<file path="config.mk">
export PLATFORM = sky130hd
export DESIGN_NAME = input_interface
export DESIGN_NICKNAME = d
export VERILOG_FILES = /design/src/rtl/aes_pkg.sv /design/src/rtl/byte_deserializer.sv /design/src/rtl/input_interface.sv
export SDC_FILE = /design/constraint.sdc
export NUM_CORES = 1
export LEC_CHECK = 0
export ABC_AREA = 0
export BUFFER_PORTS_ARGS = -buffer_cell sky130_fd_sc_hd__buf_2
export CELL_PAD_IN_SITES_DETAIL_PLACEMENT = 0
export CELL_PAD_IN_SITES_GLOBAL_PLACEMENT = 1
export CORE_AREA = 5 5 189 191
export CTS_BUF_LIST = sky130_fd_sc_hd__clkbuf_8
export DETAILED_ROUTE_END_ITERATION = 12
export DIE_AREA = 0 0 194 196
export PLACE_DENSITY_LB_ADDON = 0.1
export SLEW_MARGIN = 20
export SYNTH_ARGS = -nofsm -noshare
export SYNTH_HDL_FRONTEND = slang
export SYNTH_HIERARCHICAL = 1
export SYNTH_SLANG_ARGS = --single-unit
</file>
<file path="constraint.sdc">
create_clock -name clk -period 3.7 [get_ports clk]
set_input_delay 0.74 -clock clk [delete_from_list [all_inputs] [get_ports clk]]
set_output_delay 0.74 -clock clk [all_outputs]
set_load 0.02 [all_outputs]
</file>
<file path="src/rtl/aes_pkg.sv">
// rtl/aes_pkg.sv - shared AES block constants, byte order and input FSM encoding
package aes_pkg;

  localparam int AES_BLOCK_BYTES = 16;
  localparam int AES_BLOCK_W     = AES_BLOCK_BYTES * 8;

  // First byte on the wire is the most significant byte of the block (shared with the output serializer)
  localparam bit BYTE_MSB_FIRST = 1'b1;

  typedef enum logic [1:0] {
    ST_FILL  = 2'd0,
    ST_HOLD  = 2'd1,
    ST_ISSUE = 2'd2
  } in_state_t;

endpackage

</file>
<file path="src/rtl/byte_deserializer.sv">
// rtl/byte_deserializer.sv - byte-serial to block shift register with byte count and block tag
module byte_deserializer
  import aes_pkg::*;
#(
  parameter int NBYTES = AES_BLOCK_BYTES,
  parameter int CNT_W  = 5
) (
  input  logic              clk,
  input  logic              rst_,
  input  logic [7:0]        byte_in,
  input  logic              byte_en,
  input  logic              tag_in,
  output logic [NBYTES*8-1:0] assembled,
  output logic              tag,
  output logic              done
);

  localparam int W = NBYTES * 8;

  logic [W-1:0]     shift_reg;
  logic [CNT_W-1:0] count;
  logic             tag_q;
  logic             first;
  logic             last;

  assign first = (count == '0);
  assign last  = (count == CNT_W'(NBYTES - 1));

  // assembled includes the byte on the bus, so completion is seen on the same edge it is accepted
  assign assembled = BYTE_MSB_FIRST ? {shift_reg[W-9:0], byte_in} : {byte_in, shift_reg[W-1:8]};
  assign tag       = first ? tag_in : tag_q;
  assign done      = byte_en && last;

  always_ff @(posedge clk or negedge rst_) begin
    if (!rst_) begin
      shift_reg <= '0;
      count     <= '0;
      tag_q     <= 1'b0;
    end else if (byte_en) begin
      shift_reg <= assembled;
      count     <= last ? '0 : count + CNT_W'(1);
      if (first) tag_q <= tag_in;
    end
  end

endmodule

</file>
<file path="src/rtl/input_interface.sv">
// rtl/input_interface.sv - AES byte-serial front end: key/plaintext assembly and engine start handshake
module input_interface
  import aes_pkg::*;
#(
  parameter int NBYTES = AES_BLOCK_BYTES,
  parameter int CNT_W  = 5
) (
  input  logic                clk,
  input  logic                rst_,
  input  logic [7:0]          data_in,
  input  logic                data_valid,
  input  logic                load_key,
  input  logic                engine_ready,
  output logic                in_ready,
  output logic [NBYTES*8-1:0] plaintext,
  output logic [NBYTES*8-1:0] key,
  output logic                key_valid,
  output logic                start,
  output logic                err
);

  localparam int W = NBYTES * 8;

  in_state_t    state, next_state;
  logic [W-1:0] assembled;
  logic         blk_is_key;
  logic         blk_done;
  logic         accept;
  logic         pt_take;
  logic         in_ready_d, start_d, err_d;

  assign accept  = data_valid && in_ready;
  assign pt_take = blk_done && !blk_is_key && key_valid;

  byte_deserializer #(.NBYTES(NBYTES), .CNT_W(CNT_W)) u_deser (
    .clk      (clk),
    .rst_     (rst_),
    .byte_in  (data_in),
    .byte_en  (accept),
    .tag_in   (load_key),
    .assembled(assembled),
    .tag      (blk_is_key),
    .done     (blk_done)
  );

  always_ff @(posedge clk or negedge rst_) begin
    if (!rst_) state <= ST_FILL;
    else       state <= next_state;
  end

  always_comb begin
    next_state = state;
    case (state)
      ST_FILL:  if (pt_take) next_state = ST_HOLD;
      ST_HOLD:  if (engine_ready) next_state = ST_ISSUE;
      ST_ISSUE: next_state = ST_FILL;
      default:  next_state = ST_FILL;
    endcase
  end

  // Output values for the next cycle; registered below so every output comes from a flop
  always_comb begin
    in_ready_d = (next_state == ST_FILL);
    start_d    = (state == ST_ISSUE);
    err_d      = blk_done && !blk_is_key && !key_valid;
  end

  always_ff @(posedge clk or negedge rst_) begin
    if (!rst_) begin
      in_ready  <= 1'b0;
      start     <= 1'b0;
      err       <= 1'b0;
      key       <= '0;
      key_valid <= 1'b0;
      plaintext <= '0;
    end else begin
      in_ready <= in_ready_d;
      start    <= start_d;
      err      <= err_d;
      if (blk_done && blk_is_key) begin
        key       <= assembled;
        key_valid <= 1'b1;
      end
      if (pt_take) plaintext <= assembled;
    end
  end

endmodule
</file>
; ---- After elaboration in Yosys (flattened, before gate mapping)
; Cells that the tools add are included.
[word_totals]
in_bits = 13
output_inout_bits = 260
wordCells = 30
ff_bits = 388
[op_classes]
add_sub_neg = 1
muxes = 5
n_eq_ne = 3
reduce_logical = 11
[ops]
columns = operator, n
row1 = $logic_and A1 B1 Y1, 6
row2 = $add A5 B1 Y5 const B, 1
row3 = $eq A5 B4 Y1 const B, 1
row4 = $logic_not A5 Y1, 1
row5 = $mux W5, 1
row6 = $logic_not A2 Y1, 2
row7 = $mux W2, 2
row8 = $pmux W2 S2, 1
row9 = $eq A2 B1 Y1 const B, 1
row10 = $eq A2 B2 Y1 const B, 1
row11 = $logic_not A1 Y1, 2
row12 = $mux W1, 1

; ---- Longest topological paths before layout
; Gate-level depths: netlist of run 1.
[logic_depth]
ltp_word = 8
mapped_depth = 9
ltp_nobuf = 6

; ---- Cells and area by module
; Netlist of run 1, hierarchy kept.
[modules_own_cells]
columns = module, seq_area_each_um2, n_inst, area_per_inst_um2, cells_each
row1 = input_interface, 6556.3, 1, 10213.5, 557
row2 = byte_deserializer, 3153.0, 1, 4825.9, 289

; ---- Least setup slack after synthesis of run 1
; OpenSTA, ideal clock, no wires.
[synth_path]
kind = input to register
start = in data_valid
end = reg key[118]
t_arrival_ps = 2288
setup_ps = 125
cell_stages = 9
slack_ps = 1287
path_buffers = 4
t_required_ps = 3575
cell_sequence = and2_1 > buf_2 > buf_6 > nand4_1 > nor2_1 > nand2_1 > buf_2 > buf_6 > mux2_4
[synth_between]
elab_chain_len = 3
[synth_lines]
columns = element, line_no
row1 = "start, declared", input_interface.sv:11  ; input logic data_valid,
row2 = $logic_and A1 B1 Y1, input_interface.sv:32  ; assign accept = data_valid && in_ready;
row3 = $logic_and A1 B1 Y1, byte_deserializer.sv:32  ; assign done = byte_en && last;
row4 = via blk_done, input_interface.sv:27  ; logic blk_done;
row5 = $logic_and A1 B1 Y1, input_interface.sv:80  ; if (blk_done && blk_is_key) begin
row6 = "end signal, assigned", input_interface.sv:81  ; key <= assembled;
row7 = "end, declared", input_interface.sv:16  ; output logic [NBYTES*8-1:0] key,
; The timed path passes the listed nets, and every way through them passes these cells.
; A chain may end at the register's enable or synchronous reset.

; ---- Final worst setup path of run 1
[layout_path]
start = reg u_deser.count[0]
end = reg key[15]
[layout_between]
elab_chain_len = 3
word_cells_on_any_way = 5
classes_between = eq/ne: 1 / mux: 1 / reduce/logical: 3
[layout_lines]
columns = element, line_no
row1 = "start, declared", byte_deserializer.sv:21  ; logic [CNT_W-1:0] count;
row2 = "start signal, assigned", byte_deserializer.sv:41  ; count <= last ? '0 : count + CNT_W'(1);
row3 = $logic_not A5 Y1, byte_deserializer.sv:26  ; assign first = (count == '0);
row4 = $mux W1, n/a
row5 = via blk_is_key, input_interface.sv:26  ; logic blk_is_key;
row6 = $logic_and A1 B1 Y1, input_interface.sv:80
; The timed path passes the listed nets, and every way through them passes these cells.

==> results of run 1 <==
placed cells by master, fill, tap and decap left out, drive strengths merged, types with 2 or more instances in the layout:
| cell | instances |
|---|---|
| ha | 2 |
| nand4 | 2 |
| nand2 | 3 |
| nor3b | 2 |
| nor2 | 3 |
| clkbuf | 95 |
| dfrtp | 388 |
| mux2 | 378 |
| inv | 20 |
| buf | 286 |
| and2 | 2 |
metrics by stage:
stage	instances	util	hold WS (ns)	total power [W]	instance area (um^2)
2_1_floorplan	846	-	0.441	0.00875	15000
3_3_place_gp	1537	0.494	0.452	0.0102	16800
3_5_place_dp	1537	0.494	0.463	0.0103	16800
4_1_cts	1651	0.536	0.153	0.0144	18200
5_1_grt	1651	0.536	0.171	0.0149	18200
6_report	1651	0.536	0.157	0.0141	18200
synth_stat cells, types with 2 or more instances:
cell       n  area, um^2
dfrtp_1  388        9710
nor2_1     3        11.3
and2_1     2        12.5
buf_4      9        67.6
ha_1       2        25.0
buf_2     15        75.1
mux2_4   110        1650
nand2_1    3        11.3
mux2_2   168        1890
inv_1      3        11.3
buf_6     26         293
nand4_1    2        12.5
mux2_1   100        1130
nor3b_1    2        15.0
where the power goes:
part	internal, W	switching, W	total (W)	leakage, nW
clock network	0.00232	0.00166	0.00398	0.792
logic	0.00175	0.00181	0.00357	4.21
registers	0.00552	0.00104	0.00655	5.10
worst min path at each step:
stage / from / end / depth (start not counted)
2_1_floorplan: rst_ / err / 0
3_3_place_gp: state[0] / start / 1
3_5_place_dp: state[0] / start / 1
4_1_cts: rst_ / key[120] / 1
5_1_grt: rst_ / key[120] / 1
6_report: rst_ / key[120] / 1
per-layer routing:
| metal | routed length, um | GRT usage |
|---|---|---|
| met5 | 0 | 0 |
| met4 | 502 | 0.0477 |
| met3 | 2830 | 0.0711 |
| met2 | 14700 | 0.258 |
| met1 | 14400 | 0.229 |
kinds of logic after synthesis:
logic type / after synthesis / share of synthesized area
buf+inv: 53 / 0.0297
xor+xnor: 2 / 0.00116
flops: 388 / 0.646
fa+ha+maj: 2 / 0.00166
simple gates: 19 / 0.00940
compound gates: 3 / 0.00133
mux: 379 / 0.311
final cells by class:
class / count / area [um^2]
Timing Repair Buffer: 286 / 1600
Fill cell: 2895 / 15800
Inverter: 3 / 11.3
Multi-Input combinational cell: 405 / 4890
Sequential cell: 388 / 9710
Tap cell: 455 / 569
Clock inverter: 19 / 98.8
Clock buffer: 95 / 1310
==> impl_metrics.env, run 1 <==
export IMPL_status="finished clean"
export IMPL_nets=1165
export IMPL_seq_area_frac_synth=0.646
export IMPL_hpwl_um=20700
export IMPL_path_max_fanout=44
export IMPL_synth_cells=846
export IMPL_p_per_area_mw_per_mm2=775
export IMPL_crit_chain="inv_1 > ha_1 > nor4b_4 > mux2_2 > nand2_4 > buf_12 > mux2_2"
export IMPL_end_kind="flop"
export IMPL_cts_buffers=66
export IMPL_worstSetupStartpointType="flop"
export IMPL_synth_edf_count=0
export IMPL_finalMaxSlewViolations=0
export IMPL_syn_cell_area_mm2=0.0150
export IMPL_hp_class="input pin to asynchronous set/reset pin"
export IMPL_root_buffer="clkbuf_8"
export IMPL_drcViolationCount=0
export IMPL_h_tree_depth=3
export IMPL_fin_crit_ns=2.59
export IMPL_final_setup_worst_slack_ns=1.11
export IMPL_crit_top_cell="mux2_2"
export IMPL_required_ns=4.14
export IMPL_timing_slew_headroom=0.502
export IMPL_ir_drop_mv=0.395
export IMPL_antenna_left=0
export IMPL_syn2layout_area_growth_pct=21.0
export IMPL_tns_ns=0
export IMPL_via_per_inst=4.83
export IMPL_cts_buffer_depth=3
export IMPL_reg2reg_from="u_deser/count[0]"
export IMPL_cp_slowest_cell="mux2_2"
export IMPL_yosys_register_bits=388
export IMPL_cp_num_buf_inv=2
export IMPL_cts_num_sinks=388
export IMPL_rsz0062_at_grt="false"
export IMPL_clkTransAtPathRegs_ns=0.06
export IMPL_crit_start="u_deser/count[0]"
export IMPL_hold_violations=0
export IMPL_yosys_most_used_dff="dfrtp_1"
export IMPL_r2r_end="key[15]"
export IMPL_routed_wirelength_um=32400
export IMPL_die_area_mm2=0.0380
export IMPL_die_w_um=194
export IMPL_overflow=0
export IMPL_antenna_found_initial=0
export IMPL_crit_family="multiplexers"
export IMPL_tightest_slew_ns=0.747
export IMPL_diodes=0
export IMPL_start_util=0.443
export IMPL_syn_num_nets=861
export IMPL_insertion_delay_ns=0.56
export IMPL_place_ws_ns=0.867
export IMPL_vias=7972
export IMPL_dieHeight_um=196
export IMPL_num_rows=68
export IMPL_fmax_mhz=385
export IMPL_cp_arrival_ns=3.04
export IMPL_grt_max_degree=127
export IMPL_first_pass_iters=4
export IMPL_ff2ff_setup_slack_ns=1.11
export IMPL_yosys_warnings=6
export IMPL_reg2reg_depth=7
export IMPL_track_usage=0.171
export IMPL_coreArea_mm2=0.0339
export IMPL_async_flop_share=1.00
export IMPL_postCtsSetupRepairBufs=0
export IMPL_wire_per_inst_um=19.6
export IMPL_hold_buffers=0
export IMPL_critPathMaxStageDelay_ns=0.41
export IMPL_clock_skew_ns=0.0173
export IMPL_drt_initial_drc_count=257
export IMPL_path_class="flop to flop"
export IMPL_crit_cells=7
export IMPL_final_layout_size_suffix_gt1_frac=0.557
export IMPL_cts_repair_resize_count=0
export IMPL_finalSetupViolations=0
export IMPL_crit_end="key[15]"
export IMPL_cts_tree="done"
export IMPL_grt_pass1_wl_um=52100
export IMPL_syn_avg_cell_area_um2=17.8
export IMPL_drv_cap=0
export IMPL_num_io_pins=273
export IMPL_port_buffer_count=272
export IMPL_leakage_nw=10.1
export IMPL_gp_congestion=0.713
export IMPL_grt_pass1_vias=8668
export IMPL_ys_types=27
export IMPL_period_share=0.701
Note: power is estimated with default switching activity, not from simulation.
==> inputs of run 2 (changes only) <==
--- a/config.mk
+++ b/config.mk
@@ -9,10 +9,10 @@
 export BUFFER_PORTS_ARGS = -buffer_cell sky130_fd_sc_hd__buf_2
 export CELL_PAD_IN_SITES_DETAIL_PLACEMENT = 0
 export CELL_PAD_IN_SITES_GLOBAL_PLACEMENT = 1
-export CORE_AREA = 5 5 189 191
+export CORE_AREA = 5 5 191 193
 export CTS_BUF_LIST = sky130_fd_sc_hd__clkbuf_8
 export DETAILED_ROUTE_END_ITERATION = 12
-export DIE_AREA = 0 0 194 196
+export DIE_AREA = 0 0 196 198
 export PLACE_DENSITY_LB_ADDON = 0.1
 export SLEW_MARGIN = 20
 export SYNTH_ARGS = -nofsm -noshare
==> constraint.sdc (replaced) <==
create_clock -name clk -period 2.1 [get_ports clk]
set_input_delay 0.42 -clock clk [delete_from_list [all_inputs] [get_ports clk]]
set_output_delay 0.42 -clock clk [all_outputs]
set_load 0.02 [all_outputs]
==> run 2 against run 1 <==
Routed wire length rose by 1.9%. Sequential share of layout area fell by 0.55 points. Setup slack got worse by 1.1 ns. Cell count rose by 1.5%. Power rose by 72%. Combinational power rose by 80%. Highest routed layer unchanged. Critical path type unchanged. Critical path depth did not move. Clock-buffer cell count fell by 18. Die area rose by 2.1%. Hold slack got worse by 0.060 ns. Non-clock buffer count rose by 25.
==> impl_metrics.env, run 2 (synthesized netlist as in run 1, its figures left out) <==
export IMPL_p_clk_frac=0.258
export IMPL_cts_buffer_depth=3
export IMPL_die_w_um=196
export IMPL_final_cells=1675
export IMPL_tightest_slew_ns=0.739
export IMPL_swShare=0.330
export IMPL_cp_slowest_cell="dfrtp_1"
export IMPL_clock_skew_ns=0.0177
export IMPL_coreArea_mm2=0.0344
export IMPL_ir_drop_mv=0.814
export IMPL_syn2layout_area_growth_pct=22.2
export IMPL_mostFrequentLayoutCells="dfrtp_1 (388), buf_2 (271), mux2_2 (167)"
export IMPL_p_per_area_mw_per_mm2=1320
export IMPL_status="finished clean"
export IMPL_antenna_found_initial=0
export IMPL_period_share=0.997
export IMPL_leakage_nw=10.2
export IMPL_clkTransAtPathRegs_ns=0.06
export IMPL_ff2ff_setup_slack_ns=0.005
export IMPL_diodes=0
export IMPL_grt_max_degree=127
export IMPL_finalMaxSlewViolations=0
export IMPL_whs_endpoint="key[1]"
export IMPL_fmax_mhz=477
export IMPL_via_per_inst=4.84
export IMPL_cts_tree="done"
export IMPL_required_ns=2.56
export IMPL_gp_congestion=0.717
export IMPL_utilization=0.535
export IMPL_drv_cap=0
export IMPL_vias=8107
export IMPL_final_setup_worst_slack_ns=0.00544
export IMPL_worstSetupStartpointType="flop"
export IMPL_insertion_delay_ns=0.58
export IMPL_routed_wirelength_um=33000
export IMPL_h_tree_depth=3
export IMPL_critPathMaxStageDelay_ns=0.37
export IMPL_reg2reg_depth=7
export IMPL_start_util=0.438
export IMPL_die_area_mm2=0.0388
export IMPL_num_rows=68
export IMPL_cts_num_sinks=388
export IMPL_comb_power_share=0.266
export IMPL_use_met1=0.226
export IMPL_finalSetupViolations=0
export IMPL_dp_cells=1558
export IMPL_port_buffer_count=272
export IMPL_grt_use_met3=0.0647
export IMPL_track_usage=0.169
export IMPL_wire_per_inst_um=19.7
export IMPL_rsz0062_at_grt="true"
export IMPL_nets=1191
export IMPL_hold_start="data_in[1]"
export IMPL_hpwl_um=21800
export IMPL_dieHeight_um=198
export IMPL_place_ws_ns=-0.0515
export IMPL_overflow=0
export IMPL_grt_pass1_vias=8734
export IMPL_drt_initial_drc_count=285
export IMPL_seqPwrFrac=0.476
export IMPL_antenna_left=0
export IMPL_power_switching_w=0.00800
export IMPL_reg2reg_from="u_deser/count[0]"
export IMPL_cts_buffers=67
export IMPL_root_buffer="clkbuf_8"
export IMPL_cp_arrival_ns=2.55
export IMPL_use_met2=0.262
export IMPL_hold_violations=0
export IMPL_end_kind="flop"
export IMPL_holdPathStages=2
export IMPL_layout_commonest_cell="dfrtp_1"
export IMPL_first_pass_iters=4
export IMPL_num_io_pins=273
export IMPL_hp_class="input pin to flop"
export IMPL_path_class="flop to flop"
export IMPL_grt_pass1_wl_um=52200
export IMPL_path_max_fanout=50
export IMPL_intPower_w=0.0162
export IMPL_final_layout_size_suffix_gt1_frac=0.557
export IMPL_drcViolationCount=0
export IMPL_r2r_end="plaintext[94]"
export IMPL_grt_most_used_layer="met2"
export IMPL_crit_chain="inv_1 > ha_1 > nor4b_4 > mux2_4 > nand3b_4 > buf_12 > mux2_1"
export IMPL_fin_crit_ns=2.09
export IMPL_holdWs_ns=0.0966
export IMPL_timing_slew_headroom=0.507
==> run 2: critical path, delay by kind of cell (launching register included) <==
| kind | cells | cell delay, ns |
|---|---|---|
| mux | 2 | 0.69 |
| flops | 1 | 0.37 |
| fa+ha+maj | 1 | 0.14 |
| simple gates | 2 | 0.43 |
| buf+inv | 2 | 0.32 |
==> run 2: power by group through the flow <==
stage,logic (W),clock network [W],registers [W]
final,0.00644,0.00626,0.0115
after detailed placement,0.00651,0,0.0117
after global routing,0.00691,0.00689,0.0119
after global placement,0.00642,0,0.0117
after CTS,0.00654,0.00652,0.0116
after floorplan,0.00273,0,0.0127
==> run 2: worst max path at each step <==
stage / start / slack (ns) / depth (start not counted) / end
final: u_deser/count[0] / 0.005 / 7 / plaintext[94]
after floorplan: in_ready / 0.04 / 9 / key[118]
after global placement: u_deser/count[0] / -0.04 / 7 / plaintext[94]
after detailed placement: u_deser/count[0] / -0.05 / 7 / plaintext[97]
after CTS: u_deser/count[0] / -0.02 / 7 / plaintext[28]
after global routing: u_deser/count[0] / -0.10 / 7 / plaintext[111]
==> run 2: per-layer routing <==
layer  routed length (um)  vias up
li1                     -     3646
met5                    0        -
met2                15500      198
met4                  503        0
met3                 2390       42
met1                14600     4221
==> run 2: through the flow <==
stage	setup TNS [ns]	total power, W	cell area [um^2]
floorplan	0	0.0154	15000
global placement	-2.12	0.0181	17000
detailed placement	-2.20	0.0182	17000
CTS	-0.309	0.0247	18300
global route	-10.37	0.0257	18400
finish	0	0.0242	18400
==> run 2: area by class of cell <==
type | instances | area, um^2
fill | 2952 | 16000
sequential | 388 | 9710
multi-input combinational | 405 | 4910
timing repair buffer | 311 | 1960
clock buffer | 77 | 1060
tap | 455 | 569
clock inverter | 36 | 164
inverter | 3 | 11.3
==> run 2: timing repair <==
action                                  4_1_cts  5_1_grt
resized for setup                             3        5
hold buffers                                  1        0
setup buffers                                 0        1
endpoints found under the setup margin      118      194
gates cloned                                  0        2
hold endpoints to repair                     31        0
